**src/rtl/uart_arb_pkg.sv**
```systemverilog
// Shared types and constants for the multi-requester UART transmitter.
package uart_arb_pkg;

   typedef enum logic [1:0] {
      ARB_IDLE = 2'd0,
      ARB_SEND = 2'd1,
      ARB_HOLD = 2'd2
   } arb_state_e;

   // start + 8 data + stop
   localparam int FRAME_BITS = 10;

   localparam logic [7:0] NEWLINE = 8'h0A;

   // Width of an index/counter able to hold 0..n-1, never narrower than one bit.
   function automatic int idx_width(input int n);
      return (n > 1) ? $clog2(n) : 1;
   endfunction

endpackage

```
**src/rtl/uart_tx_serializer.sv**
```systemverilog
// 8N1 serializer: start bit, eight data bits LSB first, stop bit, each held
// CYCLES_PER_SYMBOL clocks. The shift register's low bit is the line itself,
// so the output is registered and glitch free.
module uart_tx_serializer
   import uart_arb_pkg::*;
#(
   parameter int CYCLES_PER_SYMBOL = 434
) (
   input  logic       clk_i,
   input  logic       rst_ni,
   input  logic       start_i,
   input  logic [7:0] data_i,
   output logic       tx_o,
   output logic       done_o
);

   localparam int CW = idx_width(CYCLES_PER_SYMBOL);
   localparam int BW = idx_width(FRAME_BITS);
   localparam logic [CW-1:0] LAST_CYC = CW'(CYCLES_PER_SYMBOL - 1);
   localparam logic [BW-1:0] LAST_BIT = BW'(FRAME_BITS - 1);

   logic [FRAME_BITS-1:0] r_shift;
   logic [BW-1:0]         r_bit_cnt;
   logic [CW-1:0]         r_cyc_cnt;
   logic                  r_active;
   logic                  w_sym_end;

   assign w_sym_end = r_active && (r_cyc_cnt == LAST_CYC);
   assign done_o    = w_sym_end && (r_bit_cnt == LAST_BIT);
   assign tx_o      = r_shift[0];

   // Load a frame on start, then shift one symbol out every CYCLES_PER_SYMBOL clocks.
   always_ff @(posedge clk_i or negedge rst_ni) begin
      if (!rst_ni) begin
         r_shift   <= '1;
         r_bit_cnt <= '0;
         r_cyc_cnt <= '0;
         r_active  <= 1'b0;
      end else if (start_i) begin
         r_shift   <= {1'b1, data_i, 1'b0};
         r_bit_cnt <= '0;
         r_cyc_cnt <= '0;
         r_active  <= 1'b1;
      end else if (r_active) begin
         if (w_sym_end) begin
            r_cyc_cnt <= '0;
            r_shift   <= {1'b1, r_shift[FRAME_BITS-1:1]};
            if (r_bit_cnt == LAST_BIT) begin
               r_active <= 1'b0;
            end else begin
               r_bit_cnt <= r_bit_cnt + 1'b1;
            end
         end else begin
            r_cyc_cnt <= r_cyc_cnt + 1'b1;
         end
      end
   end

endmodule

```
**src/rtl/uart_tx_arbiter.sv**
```systemverilog
// Shares one UART TX line among NUM_REQ byte producers. Bytes are granted
// round-robin; with LINE_LOCK the current owner keeps the line until it sends
// a newline or stays idle for LOCK_TIMEOUT cycles, so text lines never mix.
module uart_tx_arbiter
   import uart_arb_pkg::*;
#(
   parameter int  NUM_REQ      = 4,
   parameter int  BAUD         = 115200,
   parameter int  FREQ         = 50000000,
   parameter int  LINE_LOCK    = 1,
   parameter int  LOCK_TIMEOUT = 4096,
   localparam int IW           = idx_width(NUM_REQ)
) (
   input  logic                 clk_i,
   input  logic                 rst_ni,
   input  logic [NUM_REQ-1:0]   req_valid_i,
   input  logic [NUM_REQ*8-1:0] req_data_i,
   output logic [NUM_REQ-1:0]   req_ready_o,
   output logic                 tx_o,
   output logic                 busy_o,
   output logic [IW-1:0]        grant_o
);

   localparam int            CYCLES_PER_SYMBOL = FREQ / BAUD;
   localparam int            IW1       = IW + 1;
   localparam int            TW        = idx_width(LOCK_TIMEOUT);
   localparam logic [IW-1:0] LAST_REQ  = IW'(NUM_REQ - 1);
   localparam logic [IW:0]   NUM_REQ_W = IW1'(NUM_REQ);
   localparam logic [TW-1:0] LAST_IDLE = TW'(LOCK_TIMEOUT - 1);

   if (CYCLES_PER_SYMBOL < 2) begin : g_chk_cps
      $error("uart_tx_arbiter: FREQ/BAUD must be at least 2");
   end
   if (NUM_REQ < 1 || LOCK_TIMEOUT < 1) begin : g_chk_params
      $error("uart_tx_arbiter: NUM_REQ and LOCK_TIMEOUT must be at least 1");
   end

   arb_state_e         r_state, w_state_next;
   logic [IW-1:0]      r_rr_ptr, w_rr_next;
   logic [IW-1:0]      r_grant;
   logic [7:0]         r_byte;
   logic [TW-1:0]      r_idle_cnt, w_idle_next;
   logic [IW-1:0]      w_cand [NUM_REQ];
   logic [IW-1:0]      w_winner, w_accept_idx;
   logic               w_any_valid, w_accept, w_done, w_tx;
   logic [NUM_REQ-1:0] w_ready;
   logic [7:0]         w_accept_data;

   function automatic logic [IW-1:0] next_req(input logic [IW-1:0] g);
      return (g == LAST_REQ) ? '0 : g + 1'b1;
   endfunction

   // Candidate gi is the requester gi places after the round-robin pointer, wrapped.
   for (genvar gi = 0; gi < NUM_REQ; gi++) begin : g_cand
      logic [IW:0] w_sum;
      assign w_sum       = {1'b0, r_rr_ptr} + IW1'(gi);
      assign w_cand[gi]  = (w_sum >= NUM_REQ_W) ? IW'(w_sum - NUM_REQ_W) : w_sum[IW-1:0];
   end

   // Winner is the valid candidate closest to the pointer (scan backwards, last hit wins).
   always_comb begin
      w_any_valid = 1'b0;
      w_winner    = r_rr_ptr;
      for (int k = NUM_REQ - 1; k >= 0; k--) begin
         if (req_valid_i[w_cand[k]]) begin
            w_any_valid = 1'b1;
            w_winner    = w_cand[k];
         end
      end
   end

   // Next-state, ready and pointer logic for the IDLE/SEND/HOLD controller.
   always_comb begin
      w_state_next = r_state;
      w_rr_next    = r_rr_ptr;
      w_idle_next  = r_idle_cnt;
      w_ready      = '0;
      w_accept     = 1'b0;
      w_accept_idx = r_grant;
      case (r_state)
         ARB_IDLE: begin
            if (w_any_valid) begin
               w_ready[w_winner] = 1'b1;
               w_accept_idx      = w_winner;
               w_accept          = 1'b1;
               w_state_next      = ARB_SEND;
            end
         end
         ARB_SEND: begin
            if (w_done) begin
               if (LINE_LOCK != 0 && r_byte != NEWLINE) begin
                  w_state_next = ARB_HOLD;
                  w_idle_next  = '0;
               end else begin
                  w_state_next = ARB_IDLE;
                  w_rr_next    = next_req(r_grant);
               end
            end
         end
         ARB_HOLD: begin
            w_ready[r_grant] = 1'b1;
            if (req_valid_i[r_grant]) begin
               w_accept     = 1'b1;
               w_state_next = ARB_SEND;
            end else if (r_idle_cnt == LAST_IDLE) begin
               w_state_next = ARB_IDLE;
               w_rr_next    = next_req(r_grant);
            end else begin
               w_idle_next = r_idle_cnt + 1'b1;
            end
         end
         default: w_state_next = ARB_IDLE;
      endcase
   end

   assign w_accept_data = req_data_i[{w_accept_idx, 3'b000} +: 8];

   // Controller state; the accepted byte is kept so the newline test can run at end of frame.
   always_ff @(posedge clk_i or negedge rst_ni) begin
      if (!rst_ni) begin
         r_state    <= ARB_IDLE;
         r_rr_ptr   <= '0;
         r_grant    <= '0;
         r_byte     <= '0;
         r_idle_cnt <= '0;
      end else begin
         r_state    <= w_state_next;
         r_rr_ptr   <= w_rr_next;
         r_idle_cnt <= w_idle_next;
         if (w_accept) begin
            r_grant <= w_accept_idx;
            r_byte  <= w_accept_data;
         end
      end
   end

   uart_tx_serializer #(
      .CYCLES_PER_SYMBOL(CYCLES_PER_SYMBOL)
   ) u_serializer (
      .clk_i  (clk_i),
      .rst_ni (rst_ni),
      .start_i(w_accept),
      .data_i (w_accept_data),
      .tx_o   (w_tx),
      .done_o (w_done)
   );

   assign tx_o        = w_tx;
   assign busy_o      = (r_state != ARB_IDLE);
   assign grant_o     = r_grant;
   assign req_ready_o = w_ready;

   // A requester that is waiting must keep its request up until it is served.
   for (genvar gi = 0; gi < NUM_REQ; gi++) begin : g_proto
      a_hold_valid: assert property (@(posedge clk_i) disable iff (!rst_ni)
         (req_valid_i[gi] && !req_ready_o[gi]) |=> req_valid_i[gi])
         else $error("requester %0d dropped valid before transfer", gi);
   end

endmodule

```
**config.mk**
```make
export PLATFORM = sky130hd
export DESIGN_NAME = uart_tx_arbiter
export DESIGN_NICKNAME = d
export VERILOG_FILES = /design/src/rtl/uart_arb_pkg.sv /design/src/rtl/uart_tx_serializer.sv /design/src/rtl/uart_tx_arbiter.sv
export SDC_FILE = /design/constraint.sdc
export NUM_CORES = 1
export LEC_CHECK = 0
export BUFFER_PORTS_ARGS = -buffer_cell sky130_fd_sc_hd__buf_4
export CAP_MARGIN = 20
export CORE_MARGIN = 4
export CORE_UTILIZATION = 40
export DETAILED_ROUTE_END_ITERATION = 12
export PLACE_DENSITY = 0.66
export SETUP_SLACK_MARGIN = 0.2
export SYNTH_ARGS = -nofsm -noshare
export SYNTH_HDL_FRONTEND = slang
export SYNTH_SLANG_ARGS = --single-unit
```
**constraint.sdc**
```tcl
create_clock -name clk_i -period 2.4 [get_ports clk_i]
set_input_delay 0.12 -clock clk_i [delete_from_list [all_inputs] [get_ports clk_i]]
set_output_delay 0.12 -clock clk_i [all_outputs]
set_load 0.03 [all_outputs]
```
==> flow_summary.json, run 1 <==
{
  "status": "finished, final reports clean",
  "cts-root-buf": "clkbuf_8",
  "detailed_place.area_sq_um": 3450,
  "max_clock_freq_ghz": 0.462,
  "switchingPower_mw": 0.583,
  "via_count": 2665,
  "fin_skew_ns": 0.00948,
  "hold_start": "req_data_i[8]",
  "path_cells": "nor4b_2 -> nor2_2 -> nor2_1 -> o21ai_0 -> a21oi_1 -> buf_4",
  "synth_edf_count": 0,
  "avgSynthCellArea_sq_um": 8.92,
  "diodes": 0,
  "utilization_pct": 51.8,
  "pre_cts_ws_ns": 0.119,
  "wl_per_cell_um": 14.7,
  "dieArea_sq_um": 8820,
  "synthArstFlopShare_pct": 100,
  "start_util_pct": 40.9,
  "grt_pass1_wl_um": 11600,
  "critPathCaptureType": "primary output",
  "overflow": 0,
  "areaGrowthSynthToFinish_pct": 26.6,
  "drive_above_1_share_pct": 30.3,
  "required_ns": 2.28,
  "layout_setup_ws_ns": 0.237,
  "synthesis.area_sq_um": 2950,
  "cap_violations": 0,
  "viasPerCell": 5.45,
  "whs_ns": 0.124,
  "yosys.cell_count.top_type": "nor2_1",
  "regArea_sq_um": 1240,
  "power_density_nw_per_um2": 509,
  "place.gp.congestion": 0.899,
  "yosysTopAreaCellShare_pct": 33.9,
  "r2r-start": "r_rr_ptr[0]",
  "power_frac_seq_pct": 54.4,
  "period_share_pct": 90.1,
  "path_clk_slew_ns": 0.09,
  "cts_buffers": 5,
  "drt_iter0_drc": 102,
  "synth_warnings": 0,
  "min_period_ns": 2.16,
  "slowest_delay_ns": 0.51,
  "ant_nets": 0,
  "cts.sinks": 49,
  "crit_slowest_cell": "nor4b_2",
  "die_w_um": 93.9,
  "relSlewSlack_pct": 57.2,
  "worst_hold_path_type": "input port to flip-flop",
  "clk_path_buf_depth": 2,
  "fill_cells": 679,
  "pwr-share-clk_pct": 26.4,
  "ys_ff_latch": 49,
  "critPathLaunch": "r_rr_ptr[1]",
  "synth_area_leaders": "dfrtp_1, dfstp_2, nor2_1",
  "yosysUniqueCellTypes": 52,
  "crit_family": "simple AND/OR/NAND/NOR gates",
  "irDropWorstVdd_mv": 0.259,
  "rows": 31,
  "multi_input_area_sq_um": 1750,
  "tns_ns": 0,
  "path_class": "flip-flop to primary output",
  "crit_fanout": 8,
  "grt_pass1_vias": 2541,
  "grt_max_degree": 50,
  "setup_viol": 0,
  "drt_first_pass_iters": 4,
  "fin_nets": 436,
  "drt_wl_total_um": 7160,
  "ioPinCount": 46,
  "power_frac_comb_pct": 19.3,
  "syn_inst": 331,
  "postLayoutCellArea_sq_um": 3740,
  "maxSlewViolCount": 0,
  "rsz0062_at_grt": "yes",
  "antenna_found_initial": 0,
  "leakage_nw": 1.60,
  "tightest_slew_ns": 0.642,
  "syn_nets": 378,
  "crit_arrival_ns": 2.04,
  "power.internal_mw": 1.32,
  "clkLatencyLatePin_ns": 0.30,
  "core_region_area_sq_um": 7210,
  "finalHoldViolCount": 0,
  "port_buffers": 45,
  "cts_htree_levels": 2,
  "start_kind": "flip-flop",
  "ys.flop_type": "dfrtp_1",
  "drc": 0,
  "crit_buf_inv": 1,
  "synth_seq_area_share_pct": 41.9,
  "dp_hpwl_um": 5100,
  "cts_tree": "done",
  "synth_top_area_cell": "dfrtp_1",
  "die_h_um": 93.9,
  "track_usage_pct": 16.2,
  "synthTopCellsByCount": "nor2_1, dfrtp_1, nand2_1",
  "netSwitchingFraction_pct": 30.7
}
-- worst min-delay path: cells and delay by family --
family,cells,cell delay [ns]
buffers and inverters,1,0.11
and+or+nand+nor,2,0.19
-- sequential cells by signal, summed over array words and instances (netlist names), 2 cells and up --
name,flops
r_state,2
r_byte,8
grant_o,2
u_serializer.r_shift,9
r_idle_cnt,12
r_rr_ptr,2
u_serializer.r_cyc_cnt,9
u_serializer.r_bit_cnt,4
-- cell usage in the layout (no fill, tap or decap), types with 6 or more instances in the layout --
cell | netlist | routed
buf_4 | 1 | 60
nor2_1 | 50 | 45
nand2_1 | 39 | 39
dfrtp_1 | 40 | 39
o21ai_0 | 22 | 17
a21oi_1 | 11 | 11
nor3_1 | 11 | 10
nand4_1 | 9 | 9
nand3_1 | 9 | 9
o21a_1 | 9 | 9
ha_1 | 9 | 9
dfstp_2 | 9 | 9
and3_1 | 8 | 8
nor4_1 | 13 | 8
inv_1 | 8 | 7
o21ai_1 | 2 | 6
a211oi_1 | 6 | 6
xor2_1 | 6 | 6
a31oi_1 | 6 | 6
-- power groups by stage --
stage	Clock, mW	Combinational, mW	Sequential (mW)
2_1_floorplan	0	0.227	1.02
3_3_place_gp	0	0.346	1.04
3_5_place_dp	0	0.352	1.05
4_1_cts	0.517	0.359	1.03
5_1_grt	0.553	0.419	1.05
6_report	0.501	0.366	1.03
-- worst paths after layout --
| kind | endpoint | slack, ns | cells after the start |
|---|---|---|---|
| hold reg to reg | u_serializer.r_shift[0] | 0.49 | 2 |
| setup reg to reg | r_byte[7] | 0.24 | 7 |
| hold / removal | u_serializer.r_shift[1] | 0.12 | 3 |
| max in group asynchronous | r_rr_ptr[1] | 1.56 | 2 |
| setup / recovery | req_ready_o[1] | 0.24 | 6 |
| min in group asynchronous | r_idle_cnt[6] | 0.38 | 2 |
-- through the flow --
step           power (mW)  std cells
5_1_grt              2.02        489
3_3_place_gp         1.39        474
6_report             1.90        489
2_1_floorplan        1.25        331
4_1_cts              1.91        483
3_5_place_dp         1.40        474
-- per-layer routing --
metal | wire length (um) | vias up | global-route usage [%]
met5 | 0 | - | 0
met4 | 85 | 0 | 4.21
met3 | 248 | 8 | 2.80
met2 | 3560 | 55 | 27.7
met1 | 3270 | 1289 | 21.1
li1 | - | 1313 | -
-- layout make-up --
type                            instances  area share [%]
Multi-Input combinational cell        261            46.8
Clock inverter                          3           0.603
Clock buffer                            5            1.84
Timing Repair Buffer                   64            13.5
Tap cell                               99            3.31
Inverter                                8           0.803
Sequential cell                        49            33.1
-- cell families (layout without fill, tap and decap cells) --
kind of cell	after synthesis	count (layout)	share of synthesized area, %
buffers and inverters	22	80	3.82
multiplexers	8	8	2.92
flip-flops	49	49	41.9
AO/OA/AOI/OAI	72	73	17.5
adder cells (fa/ha/maj)	9	9	3.82
AND/OR/NAND/NOR	163	163	27.7
XOR/XNOR	8	8	2.37
-- timing repair --
item	in CTS	in global routing
gates resized for setup	12	27
hold buffers	1	0
buffers inserted	0	5
cloned	0	1
pin swaps	0	10
endpoints found under the setup margin	30	32
endpoints found under the hold margin	40	0
No activity file was read; power rests on OpenSTA's default activity.
==> run 2, diff against run 1 <==
clock period = 2.6 ns   (was 2.4 ns; I/O delays follow)
==> flow_summary.json, run 2 (synthesis gave the netlist of run 1 again) <==
{
  "post_cts_buffers": 0,
  "rsz0062_at_grt": "yes",
  "path_cells": "buf_4 -> nor2b_1 -> nand4_1 -> a21o_1 -> a21boi_1 -> mux2_2",
  "power.internal_mw": 1.40,
  "finalHoldViolCount": 0,
  "netSwitchingFraction_pct": 26.9,
  "status": "finished, final reports clean",
  "reg2reg_depth": 6,
  "drive_above_1_share_pct": 23.3,
  "switchingPower_mw": 0.515,
  "relSlewSlack_pct": 55.9,
  "postLayoutCellArea_sq_um": 3600,
  "irDropWorstVdd_mv": 0.222,
  "whs_endpoint": "u_serializer.r_shift[5]",
  "cap_violations": 0,
  "die_w_um": 93.9,
  "cts.sinks": 49,
  "start_kind": "flip-flop",
  "dieArea_sq_um": 8820,
  "cts_tree": "done",
  "cts_htree_levels": 2,
  "cts-root-buf": "clkbuf_8",
  "setup_viol": 0,
  "diodes": 0,
  "dp.cells": 472,
  "die_h_um": 93.9,
  "mostFrequentLayoutCell": "buf_4",
  "ant_nets": 0,
  "ioPinCount": 46,
  "reg2reg_to": "r_rr_ptr[1]",
  "min_period_ns": 2.28,
  "drt_first_pass_iters": 4,
  "max_clock_freq_ghz": 0.439,
  "cts_buffers": 5,
  "areaGrowthSynthToFinish_pct": 21.9,
  "detailed_place.area_sq_um": 3420,
  "period_share_pct": 87.6,
  "drt_wl_total_um": 7050,
  "drc": 0,
  "overflow": 0,
  "wl_per_cell_um": 14.7,
  "leakage_nw": 1.57,
  "clk_path_buf_depth": 2,
  "start_util_pct": 40.9,
  "power_frac_comb_pct": 16.8,
  "slowest_delay_ns": 0.51,
  "port_buffers": 45,
  "antenna_found_initial": 0,
  "worst_hold_path_type": "input port to flip-flop",
  "grt_pass1_vias": 2617,
  "fin_skew_ns": 0.0107,
  "path_class": "flip-flop to flip-flop",
  "required_ns": 2.79,
  "maxSlewViolCount": 0,
  "largest_register": "r_idle_cnt",
  "hold_start": "req_data_i[12]",
  "critPathCaptureType": "flip-flop",
  "via_count": 2585,
  "power_density_nw_per_um2": 532,
  "power_frac_seq_pct": 49.7,
  "crit_arrival_ns": 2.47,
  "final_cell_mix": "buf_4, nor2_1, dfrtp_1",
  "reg.largest.list": "r_idle_cnt: 12 flops, u_serializer.r_cyc_cnt: 9 flops, u_serializer.r_shift: 9 flops",
  "path_clk_slew_ns": 0.10,
  "r2r-start": "r_state[1]",
  "grt_max_degree": 50,
  "fin_nets": 428,
  "pwr-share-clk_pct": 33.4,
  "rows": 31,
  "power_mw": 1.92,
  "core_region_area_sq_um": 7210,
  "place.gp.congestion": 0.868,
  "grt_pass1_wl_um": 12000,
  "crit_fanout": 9,
  "utilization_pct": 49.9,
  "fin_cells": 481,
  "tightest_slew_ns": 0.660,
  "crit_slowest_cell": "nor2b_1",
  "holdPathStages": 3,
  "drt_iter0_drc": 134,
  "largest_reg_flops": 12,
  "ff2ff_setup_slack_ns": 0.32,
  "tns_ns": 0,
  "dp_hpwl_um": 5190,
  "viasPerCell": 5.37,
  "track_usage_pct": 17.0,
  "clkLatencyLatePin_ns": 0.31
}
==> run 2: repair_timing <==
action,4_1_cts,5_1_grt
endpoints found under the hold margin,40,0
endpoints found under the setup margin,0,19
resized for setup,0,6
hold buffers,1,0
==> run 2: final cells by class <==
type	count	area (sq um)
Clock buffer	5	68.8
Clock inverter	3	65.1
Fill cell	705	3620
Inverter	8	30.0
Multi-Input combinational cell	260	1640
Sequential cell	49	1240
Tap cell	99	124
Timing Repair Buffer	57	430
==> run 2: stage by stage <==
stage | hold WS (ns) | setup slack, ns
2_1_floorplan | -0.166 | 0.433
3_3_place_gp | 0.199 | 0.290
3_5_place_dp | 0.198 | 0.252
4_1_cts | 0.122 | 0.243
5_1_grt | 0.134 | 0.167
6_report | 0.125 | 0.322
==> run 2: worst max-delay path by stage <==
stage / start / to / slack [ns] / cells after the start
floorplan: r_state[1] / r_byte[7] / 0.43 / 7
global placement: r_rr_ptr[1] / r_byte[6] / 0.29 / 6
detailed placement: r_state[0] / r_byte[0] / 0.25 / 5
CTS: r_state[0] / u_serializer.r_shift[4] / 0.24 / 5
global route: r_rr_ptr[0] / r_byte[2] / 0.17 / 7
finish: r_state[1] / r_rr_ptr[1] / 0.32 / 6
==> run 2: power groups by stage <==
stage | clock, mW | sequential (mW) | combinational [mW]
after floorplan | 0 | 0.944 | 0.209
after global placement | 0 | 0.962 | 0.317
after detailed placement | 0 | 0.966 | 0.320
after CTS | 0.653 | 0.951 | 0.326
after global routing | 0.696 | 0.967 | 0.375
final | 0.640 | 0.953 | 0.323
==> run 2: critical path: cells and delay by family (launching register included) <==
kind | cells | cell delay (ns)
compound gates | 2 | 0.44
buf+inv | 1 | 0.17
flops | 1 | 0.39
mux | 1 | 0.37
simple gates | 2 | 0.78
==> run 2: per-layer routing <==
metal | wire [um] | global-route usage, %
met4 | 99 | 5.54
met1 | 3130 | 21.1
met3 | 283 | 3.04
met2 | 3530 | 29.5
met5 | 0 | 0
==> run 3, diff against run 2 <==
REMOVE_ABC_BUFFERS = 1   (was unset)
==> flow_summary.json, run 3 (synthesis gave the netlist of run 1 again) <==
{
  "leakage_nw": 1.57,
  "critPathCaptureType": "flip-flop",
  "grt_pass1_wl_um": 12600,
  "via_count": 2624,
  "track_usage_pct": 17.7,
  "cts-root-buf": "clkbuf_8",
  "crit_arrival_ns": 2.39,
  "dp_hpwl_um": 5180,
  "required_ns": 2.78,
  "clk_path_buf_depth": 2,
  "crit_fanout": 8,
  "ff2ff_setup_slack_ns": 0.39,
  "largest_reg_flops": 12,
  "die_h_um": 93.9,
  "core_region_area_sq_um": 7210,
  "drt_first_pass_iters": 4,
  "diodes": 0,
  "overflow": 0,
  "reg.largest.list": "r_idle_cnt: 12 flops, u_serializer.r_cyc_cnt: 9 flops, u_serializer.r_shift: 9 flops",
  "clkLatencyLatePin_ns": 0.30,
  "antenna_found_initial": 0,
  "maxSlewViolCount": 0,
  "tightest_slew_ns": 0.631,
  "min_period_ns": 2.21,
  "critPathLaunch": "r_state[0]",
  "drt_wl_total_um": 7010,
  "setup_viol": 0,
  "drc": 0,
  "cts_htree_levels": 2,
  "regArea_sq_um": 1240,
  "die_w_um": 93.9,
  "wl_per_cell_um": 14.5,
  "drt_iter0_drc": 142,
  "status": "finished, final reports clean",
  "rsz0062_at_grt": "yes",
  "place.gp.congestion": 0.884,
  "final_cell_mix": "buf_4, nor2_1, dfrtp_1",
  "path_clk_slew_ns": 0.09,
  "start_kind": "flip-flop",
  "relSlewSlack_pct": 58.0,
  "cap_violations": 0,
  "grt_pass1_vias": 2694,
  "fin_nets": 429,
  "max_clock_freq_ghz": 0.452,
  "r2r-start": "r_state[0]",
  "port_buffers": 45,
  "fin_skew_ns": 0.00846,
  "rows": 31,
  "cts_tree": "done",
  "mostFrequentLayoutCell": "buf_4",
  "dieArea_sq_um": 8820,
  "finalHoldViolCount": 0,
  "irDropWorstVdd_mv": 0.348,
  "power_mw": 1.84,
  "period_share_pct": 85.2,
  "largest_register": "r_idle_cnt",
  "cts_buffers": 5,
  "post_cts_buffers": 0,
  "viasPerCell": 5.44,
  "worst_hold_path_type": "input port to flip-flop",
  "multi_input_area_sq_um": 1650,
  "cts.sinks": 49,
  "path_class": "flip-flop to flip-flop",
  "start_util_pct": 40.9,
  "ant_nets": 0,
  "fill_cells": 709,
  "whs_ns": 0.124,
  "ioPinCount": 46,
  "grt_max_degree": 50,
  "power_density_nw_per_um2": 512,
  "areaGrowthSynthToFinish_pct": 21.7,
  "crit_end": "r_byte[5]",
  "reg2reg_depth": 6,
  "reg2reg_to": "r_byte[5]",
  "drive_above_1_share_pct": 24.0
}
==> run 3: cell type report <==
class / count / share of cell area [%]
well taps: 99 / 3.45
repair buffers: 58 / 12.2
inverters: 8 / 0.836
multi-input cells: 260 / 45.9
clock buffers: 5 / 1.92
clock inverters: 3 / 1.29
flip-flops and latches: 49 / 34.4
==> run 3: worst min path at each step <==
stage | start | to | slack (ns) | cells after the start
after floorplan | rst_ni | grant_o[0] | -0.17 | 0
after global placement | rst_ni | r_rr_ptr[1] | 0.20 | 1
after detailed placement | rst_ni | r_rr_ptr[0] | 0.20 | 1
after CTS | req_data_i[10] | u_serializer.r_shift[3] | 0.11 | 3
after global routing | req_data_i[10] | u_serializer.r_shift[3] | 0.13 | 3
final | req_data_i[10] | u_serializer.r_shift[3] | 0.12 | 3
==> run 3: what timing repair did <==
action	in CTS	in global routing
gates resized for setup	0	7
hold buffers	1	0
endpoints found under the hold margin	40	0
endpoints found under the setup margin	0	21
==> run 3: critical path, cell delays in order, from the launching register on <==
cell and delay [ns]:
dfrtp_1 0.42, or2_0 0.39, o21ai_1 0.30, o41ai_4 0.12, nand2b_1 0.35, a211oi_1 0.41
nor4_1 0.10
==> run 3: through the flow <==
stage / util (%) / TNS (ns) / cells / cell area, sq um / setup slack, ns
after CTS: 49.2 / 0 / 482 / 3550 / 0.283
after global routing: 49.8 / 0 / 482 / 3590 / 0.176
after detailed placement: 47.5 / 0 / 473 / 3430 / 0.299
after floorplan: - / -0.0486 / 317 / 2870 / -0.0243
final: 49.8 / 0 / 482 / 3590 / 0.386
after global placement: 47.5 / 0 / 473 / 3430 / 0.323
==> run 3: routing by layer <==
| layer | routed length, um | GRT usage (%) |
|---|---|---|
| met1 | 3390 | 23.8 |
| met2 | 3160 | 28.4 |
| met3 | 338 | 3.93 |
| met4 | 119 | 5.42 |
| met5 | 0 | 0 |
==> run 3: report_power, final <==
group	switching, mW	total, mW	internal (mW)
Combinational	0.165	0.329	0.164
Clock	0.270	0.559	0.288
Sequential	0.0964	0.953	0.856
